<file path="src/rtl/instr_encoder_if.sv">
// ----------------------------------------------------------------------------
// instr_encoder_if
//
// Purpose:
//   Bundles the two handshake sides of the instruction encoder into one
//   interface. The input side carries a symbolic instruction (mnemonic plus
//   operand fields) with a valid/ready handshake. The output side carries the
//   packed 32-bit word and its byte address with a second valid/ready
//   handshake. Two status flags (err_o, full_o) ride along.
//
// Signals (suffixes are from the encoder's point of view):
//   in_valid_i   symbolic instruction present
//   in_ready_o   encoder can accept an instruction this cycle
//   mnem_i       mnemonic code (0-11 valid, 12-15 invalid)
//   rs_i/rt_i/rd_i/shamt_i/funct_i/imm_i/target_i   operand fields
//   out_valid_o  FIFO head valid
//   out_ready_i  consumer takes the head this cycle
//   instr_o      encoded word at the FIFO head
//   addr_o       byte address of instr_o
//   err_o        one-cycle pulse after an invalid mnemonic is accepted
//   full_o       DEPTH words accepted, no further input taken
//
// Modports:
//   slave   the encoder itself
//   master  the program loader / testbench that drives and consumes it
// ----------------------------------------------------------------------------
interface instr_encoder_if #(
  parameter int ADDR_W = 32
);

  logic              in_valid_i;
  logic              in_ready_o;
  logic [3:0]        mnem_i;
  logic [4:0]        rs_i;
  logic [4:0]        rt_i;
  logic [4:0]        rd_i;
  logic [4:0]        shamt_i;
  logic [5:0]        funct_i;
  logic [15:0]       imm_i;
  logic [25:0]       target_i;

  logic              out_valid_o;
  logic              out_ready_i;
  logic [31:0]       instr_o;
  logic [ADDR_W-1:0] addr_o;
  logic              err_o;
  logic              full_o;

  // The encoder consumes symbolic instructions and produces encoded words.
  modport slave (
    input  in_valid_i,
    output in_ready_o,
    input  mnem_i,
    input  rs_i,
    input  rt_i,
    input  rd_i,
    input  shamt_i,
    input  funct_i,
    input  imm_i,
    input  target_i,
    output out_valid_o,
    input  out_ready_i,
    output instr_o,
    output addr_o,
    output err_o,
    output full_o
  );

  // The loader side drives instructions in and drains words out.
  modport master (
    output in_valid_i,
    input  in_ready_o,
    output mnem_i,
    output rs_i,
    output rt_i,
    output rd_i,
    output shamt_i,
    output funct_i,
    output imm_i,
    output target_i,
    input  out_valid_o,
    output out_ready_i,
    input  instr_o,
    input  addr_o,
    input  err_o,
    input  full_o
  );

endinterface

</file>
<file path="src/rtl/instr_encoder.sv">
// ----------------------------------------------------------------------------
// instr_encoder
//
// Purpose:
//   Inverse of the CPU control decoder. Takes a symbolic instruction
//   (mnemonic code plus operand fields) and packs it into a 32-bit MIPS
//   instruction word. Every encoded word is tagged with its byte address and
//   streamed out through a 2-entry FIFO. Used in the program-loader path that
//   fills instruction memory before the CPU leaves reset.
//
// Parameters:
//   DEPTH      number of words emitted before the block locks in FULL
//   ADDR_W     width of the byte address
//   BASE_ADDR  byte address given to the first emitted word
//
// Ports:
//   clk_i   clock, all state updates on the rising edge
//   rst_i   synchronous active-high reset, highest priority
//   bus     instr_encoder_if.slave carrying both handshakes and status flags
// ----------------------------------------------------------------------------
module instr_encoder #(
  parameter int                DEPTH     = 256,
  parameter int                ADDR_W    = 32,
  parameter logic [ADDR_W-1:0] BASE_ADDR = '0
) (
  input  logic            clk_i,
  input  logic            rst_i,
  instr_encoder_if.slave  bus
);

  // Mnemonic codes presented on mnem_i.
  localparam logic [3:0] MN_RTYPE = 4'd0;
  localparam logic [3:0] MN_ADDI  = 4'd1;
  localparam logic [3:0] MN_BEQ   = 4'd2;
  localparam logic [3:0] MN_ORI   = 4'd3;
  localparam logic [3:0] MN_LW    = 4'd4;
  localparam logic [3:0] MN_SW    = 4'd5;
  localparam logic [3:0] MN_J     = 4'd6;
  localparam logic [3:0] MN_BGT   = 4'd7;
  localparam logic [3:0] MN_BNEZ  = 4'd8;
  localparam logic [3:0] MN_BGEZ  = 4'd9;
  localparam logic [3:0] MN_LUI   = 4'd10;
  localparam logic [3:0] MN_JAL   = 4'd11;

  // Primary opcodes of the instruction set the CPU decodes.
  localparam logic [5:0] OP_RTYPE = 6'b000000;
  localparam logic [5:0] OP_ADDI  = 6'b001000;
  localparam logic [5:0] OP_BEQ   = 6'b000100;
  localparam logic [5:0] OP_ORI   = 6'b001101;
  localparam logic [5:0] OP_LW    = 6'b100011;
  localparam logic [5:0] OP_SW    = 6'b101011;
  localparam logic [5:0] OP_J     = 6'b000010;
  localparam logic [5:0] OP_BGT   = 6'b000111;
  localparam logic [5:0] OP_BNEZ  = 6'b000101;
  localparam logic [5:0] OP_BGEZ  = 6'b000001;
  localparam logic [5:0] OP_LUI   = 6'b001111;
  localparam logic [5:0] OP_JAL   = 6'b000011;

  // The accepted-word counter must be able to hold DEPTH itself.
  localparam int                CNT_W    = $clog2(DEPTH + 1);
  localparam logic [CNT_W-1:0]  LAST_CNT = CNT_W'(DEPTH - 1);

  typedef enum logic {
    ST_RUN,
    ST_FULL
  } state_t;

  state_t            state;
  logic [CNT_W-1:0]  acc_cnt;
  logic [ADDR_W-1:0] next_addr;

  // Two-slot FIFO kept as a shift structure: slot 0 is always the head, so
  // its registers drive instr_o/addr_o directly and simply hold when empty.
  logic [1:0]        fifo_cnt;
  logic [1:0]        fifo_cnt_nxt;
  logic [31:0]       head_word;
  logic [ADDR_W-1:0] head_addr;
  logic [31:0]       tail_word;
  logic [ADDR_W-1:0] tail_addr;

  logic              out_valid_q;
  logic              err_q;
  logic              full_q;

  logic [31:0]       enc_word;
  logic              enc_valid;
  logic              in_ready;
  logic              accept;
  logic              push;
  logic              pop;

  // Ready depends only on registered state so a consumer stalling on
  // out_ready_i can never create a combinational loop back to the producer.
  assign in_ready = (state == ST_RUN) && (fifo_cnt < 2'd2);
  assign accept   = bus.in_valid_i && in_ready;
  assign push     = accept && enc_valid;
  assign pop      = out_valid_q && bus.out_ready_i;

  // Pack the symbolic instruction into its binary format. Fields a format does
  // not use are dropped entirely; BGEZ carries its fixed rt code of 00001 and
  // BNEZ/LUI carry zero in the register slot they do not use. Mnemonics 12-15
  // leave enc_valid low so the accept completes without a push.
  always_comb begin
    enc_word  = '0;
    enc_valid = 1'b1;
    case (bus.mnem_i)
      MN_RTYPE: enc_word = {OP_RTYPE, bus.rs_i, bus.rt_i, bus.rd_i,
                            bus.shamt_i, bus.funct_i};
      MN_ADDI:  enc_word = {OP_ADDI, bus.rs_i, bus.rt_i, bus.imm_i};
      MN_BEQ:   enc_word = {OP_BEQ,  bus.rs_i, bus.rt_i, bus.imm_i};
      MN_ORI:   enc_word = {OP_ORI,  bus.rs_i, bus.rt_i, bus.imm_i};
      MN_LW:    enc_word = {OP_LW,   bus.rs_i, bus.rt_i, bus.imm_i};
      MN_SW:    enc_word = {OP_SW,   bus.rs_i, bus.rt_i, bus.imm_i};
      MN_BGT:   enc_word = {OP_BGT,  bus.rs_i, bus.rt_i, bus.imm_i};
      MN_BNEZ:  enc_word = {OP_BNEZ, bus.rs_i, 5'b00000, bus.imm_i};
      MN_BGEZ:  enc_word = {OP_BGEZ, bus.rs_i, 5'b00001, bus.imm_i};
      MN_LUI:   enc_word = {OP_LUI,  5'b00000, bus.rt_i, bus.imm_i};
      MN_J:     enc_word = {OP_J,    bus.target_i};
      MN_JAL:   enc_word = {OP_JAL,  bus.target_i};
      default:  enc_valid = 1'b0;
    endcase
  end

  // Occupancy after this cycle's push/pop. A simultaneous push and pop leaves
  // the count unchanged; a push at count 2 cannot happen since ready is low.
  always_comb begin
    fifo_cnt_nxt = fifo_cnt;
    case ({push, pop})
      2'b10:   fifo_cnt_nxt = fifo_cnt + 2'd1;
      2'b01:   fifo_cnt_nxt = fifo_cnt - 2'd1;
      default: fifo_cnt_nxt = fifo_cnt;
    endcase
  end

  // Main sequential block: RUN/FULL state machine, address and accept
  // counters, FIFO slot movement and the registered status outputs. Reset
  // wins over any handshake in flight and returns everything to idle.
  always_ff @(posedge clk_i) begin
    if (rst_i) begin
      state       <= ST_RUN;
      acc_cnt     <= '0;
      next_addr   <= BASE_ADDR;
      fifo_cnt    <= 2'd0;
      head_word   <= '0;
      head_addr   <= '0;
      tail_word   <= '0;
      tail_addr   <= '0;
      out_valid_q <= 1'b0;
      err_q       <= 1'b0;
      full_q      <= 1'b0;
    end else begin
      err_q       <= accept && !enc_valid;
      fifo_cnt    <= fifo_cnt_nxt;
      out_valid_q <= (fifo_cnt_nxt != 2'd0);

      // Only valid accepts consume an address and count toward DEPTH; the
      // address wraps naturally at the register width.
      if (push) begin
        next_addr <= next_addr + ADDR_W'(4);
        acc_cnt   <= acc_cnt + CNT_W'(1);
        if (acc_cnt == LAST_CNT) begin
          state  <= ST_FULL;
          full_q <= 1'b1;
        end
      end

      // Slot movement. When a push and pop coincide at count 1 the new word
      // lands straight in the head; a lone pop at count 2 shifts the tail up.
      case ({push, pop})
        2'b10: begin
          if (fifo_cnt == 2'd0) begin
            head_word <= enc_word;
            head_addr <= next_addr;
          end else begin
            tail_word <= enc_word;
            tail_addr <= next_addr;
          end
        end
        2'b01: begin
          if (fifo_cnt == 2'd2) begin
            head_word <= tail_word;
            head_addr <= tail_addr;
          end
        end
        2'b11: begin
          head_word <= enc_word;
          head_addr <= next_addr;
        end
        default: ;
      endcase
    end
  end

  assign bus.in_ready_o  = in_ready;
  assign bus.out_valid_o = out_valid_q;
  assign bus.instr_o     = head_word;
  assign bus.addr_o      = head_addr;
  assign bus.err_o       = err_q;
  assign bus.full_o      = full_q;

endmodule

</file>
<file path="src/flat_wrapper.sv">
// flat-port wrapper written by rule: the top's interface ports become plain ports
module instr_encoder_flat 
#(
  parameter int                DEPTH     = 256,
  parameter int                ADDR_W    = 32,
  parameter logic [ADDR_W-1:0] BASE_ADDR = '0
)
  (clk_i, rst_i, bus_in_valid_i, bus_in_ready_o, bus_mnem_i, bus_rs_i, bus_rt_i, bus_rd_i, bus_shamt_i, bus_funct_i, bus_imm_i, bus_target_i, bus_out_valid_o, bus_out_ready_i, bus_instr_o, bus_addr_o, bus_err_o, bus_full_o);
  instr_encoder_if #(.ADDR_W(ADDR_W)) bus_i ();
  input  logic clk_i;
  input  logic rst_i;
  input wire logic [$bits(bus_i.in_valid_i)-1:0] bus_in_valid_i;
  output wire logic [$bits(bus_i.in_ready_o)-1:0] bus_in_ready_o;
  input wire logic [$bits(bus_i.mnem_i)-1:0] bus_mnem_i;
  input wire logic [$bits(bus_i.rs_i)-1:0] bus_rs_i;
  input wire logic [$bits(bus_i.rt_i)-1:0] bus_rt_i;
  input wire logic [$bits(bus_i.rd_i)-1:0] bus_rd_i;
  input wire logic [$bits(bus_i.shamt_i)-1:0] bus_shamt_i;
  input wire logic [$bits(bus_i.funct_i)-1:0] bus_funct_i;
  input wire logic [$bits(bus_i.imm_i)-1:0] bus_imm_i;
  input wire logic [$bits(bus_i.target_i)-1:0] bus_target_i;
  output wire logic [$bits(bus_i.out_valid_o)-1:0] bus_out_valid_o;
  input wire logic [$bits(bus_i.out_ready_i)-1:0] bus_out_ready_i;
  output wire logic [$bits(bus_i.instr_o)-1:0] bus_instr_o;
  output wire logic [$bits(bus_i.addr_o)-1:0] bus_addr_o;
  output wire logic [$bits(bus_i.err_o)-1:0] bus_err_o;
  output wire logic [$bits(bus_i.full_o)-1:0] bus_full_o;
  assign bus_i.in_valid_i = bus_in_valid_i;
  assign bus_in_ready_o = bus_i.in_ready_o;
  assign bus_i.mnem_i = bus_mnem_i;
  assign bus_i.rs_i = bus_rs_i;
  assign bus_i.rt_i = bus_rt_i;
  assign bus_i.rd_i = bus_rd_i;
  assign bus_i.shamt_i = bus_shamt_i;
  assign bus_i.funct_i = bus_funct_i;
  assign bus_i.imm_i = bus_imm_i;
  assign bus_i.target_i = bus_target_i;
  assign bus_out_valid_o = bus_i.out_valid_o;
  assign bus_i.out_ready_i = bus_out_ready_i;
  assign bus_instr_o = bus_i.instr_o;
  assign bus_addr_o = bus_i.addr_o;
  assign bus_err_o = bus_i.err_o;
  assign bus_full_o = bus_i.full_o;
  instr_encoder #(.DEPTH(DEPTH), .ADDR_W(ADDR_W), .BASE_ADDR(BASE_ADDR)) u_core (.clk_i(clk_i), .rst_i(rst_i), .bus(bus_i));
endmodule
</file>
<file path="config.mk">
export PLATFORM = sky130hd
export DESIGN_NAME = instr_encoder_flat
export DESIGN_NICKNAME = d
export VERILOG_FILES = /design/src/rtl/instr_encoder_if.sv /design/src/rtl/instr_encoder.sv /design/src/flat_wrapper.sv
export SDC_FILE = /design/constraint.sdc
export NUM_CORES = 1
export LEC_CHECK = 0
export ABC_AREA = 1
export BUFFER_PORTS_ARGS = -buffer_cell sky130_fd_sc_hd__buf_4
export CORE_UTILIZATION = 38
export CTS_BUF_LIST = sky130_fd_sc_hd__clkbuf_4
export CTS_CLUSTER_SIZE = 20
export DETAILED_ROUTE_END_ITERATION = 16
export SLEW_MARGIN = 20
export SYNTH_ARGS = -nofsm -noshare
export SYNTH_HDL_FRONTEND = slang
export SYNTH_SLANG_ARGS = --single-unit
</file>
<file path="constraint.sdc">
create_clock -name clk_i -period 2.1 [get_ports clk_i]
set_input_delay 0.105 -clock clk_i [delete_from_list [all_inputs] [get_ports clk_i]]
set_output_delay 0.105 -clock clk_i [all_outputs]
set_load 0.01 [all_outputs]
</file>
==> flow_metrics.tcl <==
set metrics [dict create \
    slowest_delay_ns 0.60 \
    initial_core_util 0.387 \
    path_cells "dlygate4sd3_1 > buf_4 > buf_4 > nand2_2 > inv_1 > nand2_2 > nand3_4 > nand2_2 > nand3_1 > dlygate4sd3_1 > o21ai_0 > inv_1" \
    start_kind "input pin" \
    num_vias 8008 \
    grt_pass1_wl_um 36300 \
    antenna_found_initial 1 \
    clkPwrFrac 0.198 \
    synth_top_area_frac 0.425 \
    n_fill_cell 2092 \
    syn-cell-area_sq_um 7810 \
    ff2ff_setup_slack_ns 0.15 \
    hpwl_um 14500 \
    clk_pin_slew_ns 0.13 \
    min_period_ns 1.99 \
    critPathMaxFanout 16 \
    syn_inst 1149 \
    p_sw_frac 0.368 \
    synth_edf_count 0 \
    worstSkewPairLatency_ns 0.57 \
    yosys_warnings 0 \
    cts_max_path_buffers 2 \
    setup_viol 0 \
    holdPathStages 5 \
    firstDrtPassIters 5 \
    p_leak_nw 4.27 \
    cpMaxStageDelayCell "dlygate4sd3_1" \
    path_class "in -> reg" \
    synthMuxAreaShare 0 \
    synthArstFlopShare 0 \
    pwr-share-seq 0.458 \
    cap_viol_max_count 0 \
    final_util 0.499 \
    synth_area_leader_cell "dfxtp_1" \
    fmax_mhz 504 \
    synthXorXnorAreaFrac 0.00448 \
    reg2reg_from "u_core.bus.full_o$_SDFFE_PP0P_" \
    status "finished clean" \
    dieArea_sq_um 21100 \
    cts_sinks 166 \
    wl_per_cell_um 13.9 \
    drc 0 \
    maxSlewViolCount 0 \
    rsz0062_at_grt "yes" \
    grt.overflow.total 0 \
    die_h_um 145 \
    cts_tree "built" \
    cts_buffers 17 \
    chipWidth_um 145 \
    synth_area_leaders "dfxtp_1 (43%), nand2_1 (14%), a21oi_1 (7.6%), o21ai_0 (6.1%), nor2_1 (6.1%)" \
    synth_area_per_cell_sq_um 6.80 \
    ir_drop_uv 435 \
    worst_setup_path_end_kind "flip-flop" \
    cts_root_buffer "clkbuf_4" \
    hold_class "in -> reg" \
    synth_fa_ha_area_frac 0.00961 \
    ys_types 36 \
    rr_worst_depth 10 \
    synth_compound_gate_area_share 0.202 \
    mostFrequentLayoutCell "nand2_1" \
    r2r-end "u_core.bus.instr_o[14]$_SDFFE_PP0P_" \
    pin_count 144 \
    drt_iter0_markers 509 \
    core_sq_um 20200 \
    cts.htree.levels 4 \
    final_cell_area_sq_um 10100 \
    comb_power_share 0.344 \
    skew_ns 0.0199 \
    port_buffers 140 \
    grtUsageTotal 0.211 \
    cp_data_arrival_time_ns 2.46 \
    syn_to_final_growth_pct 28.9 \
    fin_nets 1410 \
    ys_seq_elements 166 \
    hold_viol_final 0 \
    synthSimpleGateAreaFrac 0.267 \
    dpl-instance-area_sq_um 9150 \
    grt_max_degree 52 \
    drive_gt1_frac 0.166 \
    period_share 0.945 \
    crit_top_cell "nand2_2" \
    synth_top_family_by_area "simple AND/OR/NAND/NOR gates" \
    synthFlopType "dfxtp_1" \
    mostFrequentLayoutCells "nand2_1 (300), dfxtp_1 (166), buf_4 (155)" \
    grt_pass1_vias 7430 \
    totalWireLength_um 22400 \
    drtAntennaViolNets 0 \
    p_switching_mw 3.34 \
    place_congestion 0.840 \
    yosysSeqAreaShare 0.425 \
    vias_per_cell 4.97 \
    critPathRequiredTime_ns 2.57 \
    pwr_density_cell_nw_per_um2 902 \
    power.internal_mw 5.74 \
    hold_start "bus_out_ready_i" \
    min_to "u_core.fifo_cnt[0]$_SDFF_PP0_" \
    num_rows 52 \
]
-- critical path: cells and delay by family --
| kind | cells | cell delay [ns] |
|---|---|---|
| compound gates | 1 | 0.16 |
| simple gates | 5 | 0.59 |
| buf+inv | 6 | 1.58 |
-- synth_stat cells (2+ instances only) --
cell type	count
buf_2	11
nor2_1	126
buf_4	12
ha_1	6
nor4_1	2
a31oi_1	32
nor3_2	3
nor2_2	5
clkbuf_2	2
inv_2	3
o21ai_1	52
clkbuf_1	39
clkinv_1	3
nand4_1	7
nand3_4	2
nand2_2	5
nor3_1	11
o21ai_0	95
a21oi_1	119
dfxtp_1	166
xor2_1	4
inv_1	87
nand3_1	40
buf_6	5
nand2_1	301
-- how the worst max path moves through the flow --
stage                                   startpoint                                   to  slack, ns  depth (start not counted)
floorplan           u_core.bus.full_o$_SDFFE_PP0P_  u_core.bus.instr_o[11]$_SDFFE_PP0P_       0.02                         10
global placement    u_core.bus.full_o$_SDFFE_PP0P_  u_core.bus.instr_o[31]$_SDFFE_PP0P_       0.26                          9
detailed placement  u_core.bus.full_o$_SDFFE_PP0P_  u_core.bus.instr_o[31]$_SDFFE_PP0P_       0.21                          9
CTS                                  bus_mnem_i[2]     u_core.tail_word[5]$_SDFFE_PP0P_       0.15                         12
global route        u_core.bus.full_o$_SDFFE_PP0P_  u_core.bus.instr_o[22]$_SDFFE_PP0P_     -0.007                         10
finish                               bus_mnem_i[2]     u_core.tail_word[5]$_SDFFE_PP0P_       0.11                         12
-- layer usage --
metal | global-route usage | up-vias | part of all wire
li1 | - | 4105 | -
met2 | 0.357 | 196 | 0.47
met4 | 0.0805 | 0 | 0.023
met1 | 0.269 | 3677 | 0.47
met5 | 0 | - | 0
met3 | 0.0361 | 30 | 0.040
-- power by group through the flow --
stage,registers [mW],clock network [mW],logic [mW]
6_report,4.16,1.80,3.13
5_1_grt,4.24,1.97,3.46
4_1_cts,4.15,1.84,3.06
3_5_place_dp,4.21,0,2.93
3_3_place_gp,4.23,0,2.89
2_1_floorplan,4.30,0,1.62
-- state kept, by name (all words and copies together) (netlist names) --
name,flops
u_core.acc_cnt,9
u_core.bus.addr_o,30
u_core.bus.err_o,1
u_core.bus.full_o,1
u_core.bus.instr_o,31
u_core.bus.out_valid_o,1
u_core.fifo_cnt,2
u_core.next_addr,30
u_core.tail_addr,30
u_core.tail_word,31
-- cell type report --
type / count / area (sq um) / area share
clock inverter: 15 / 131 / 0.0130
sequential: 166 / 3320 / 0.330
antenna: 1 / 2.50 / 0.000249
multi-input combinational: 822 / 3800 / 0.377
tap: 270 / 338 / 0.0335
clock buffer: 17 / 128 / 0.0127
inverter: 93 / 350 / 0.0348
timing repair buffer: 228 / 2000 / 0.199
-- cells by family (layout without fill, tap and decap cells) --
group                      after synthesis  in the layout
AOI/OAI and AO/OA                      303            303
xor gates and xnor gates                 4              4
adders and majority gates                6              6
buffers and inverters                  163            353
DFF                                    166            166
other                                    1              4
and+or+nand+nor                        506            506
-- per-stage QoR --
| stage | instances | total power [mW] | hold slack [ns] | TNS, ns | worst slack [ns] |
|---|---|---|---|---|---|
| after global placement | 1515 | 7.12 | 0.427 | 0 | 0.263 |
| final | 1612 | 9.08 | 0.151 | 0 | 0.115 |
| after detailed placement | 1515 | 7.15 | 0.422 | 0 | 0.209 |
| after global routing | 1612 | 9.67 | 0.130 | -0.0126 | -0.00654 |
| after CTS | 1609 | 9.06 | 0.106 | 0 | 0.152 |
| after floorplan | 1151 | 5.92 | 0.244 | 0 | 0.0240 |
-- what timing repair did --
action / in CTS / in global routing
hold buffers: 62 / 0
setup endpoints to repair: 0 / 14
buffers inserted: 0 / 1
endpoints found under the hold margin: 82 / 0
gates resized for setup: 0 / 3
Power figures use the tool's default switching activity.
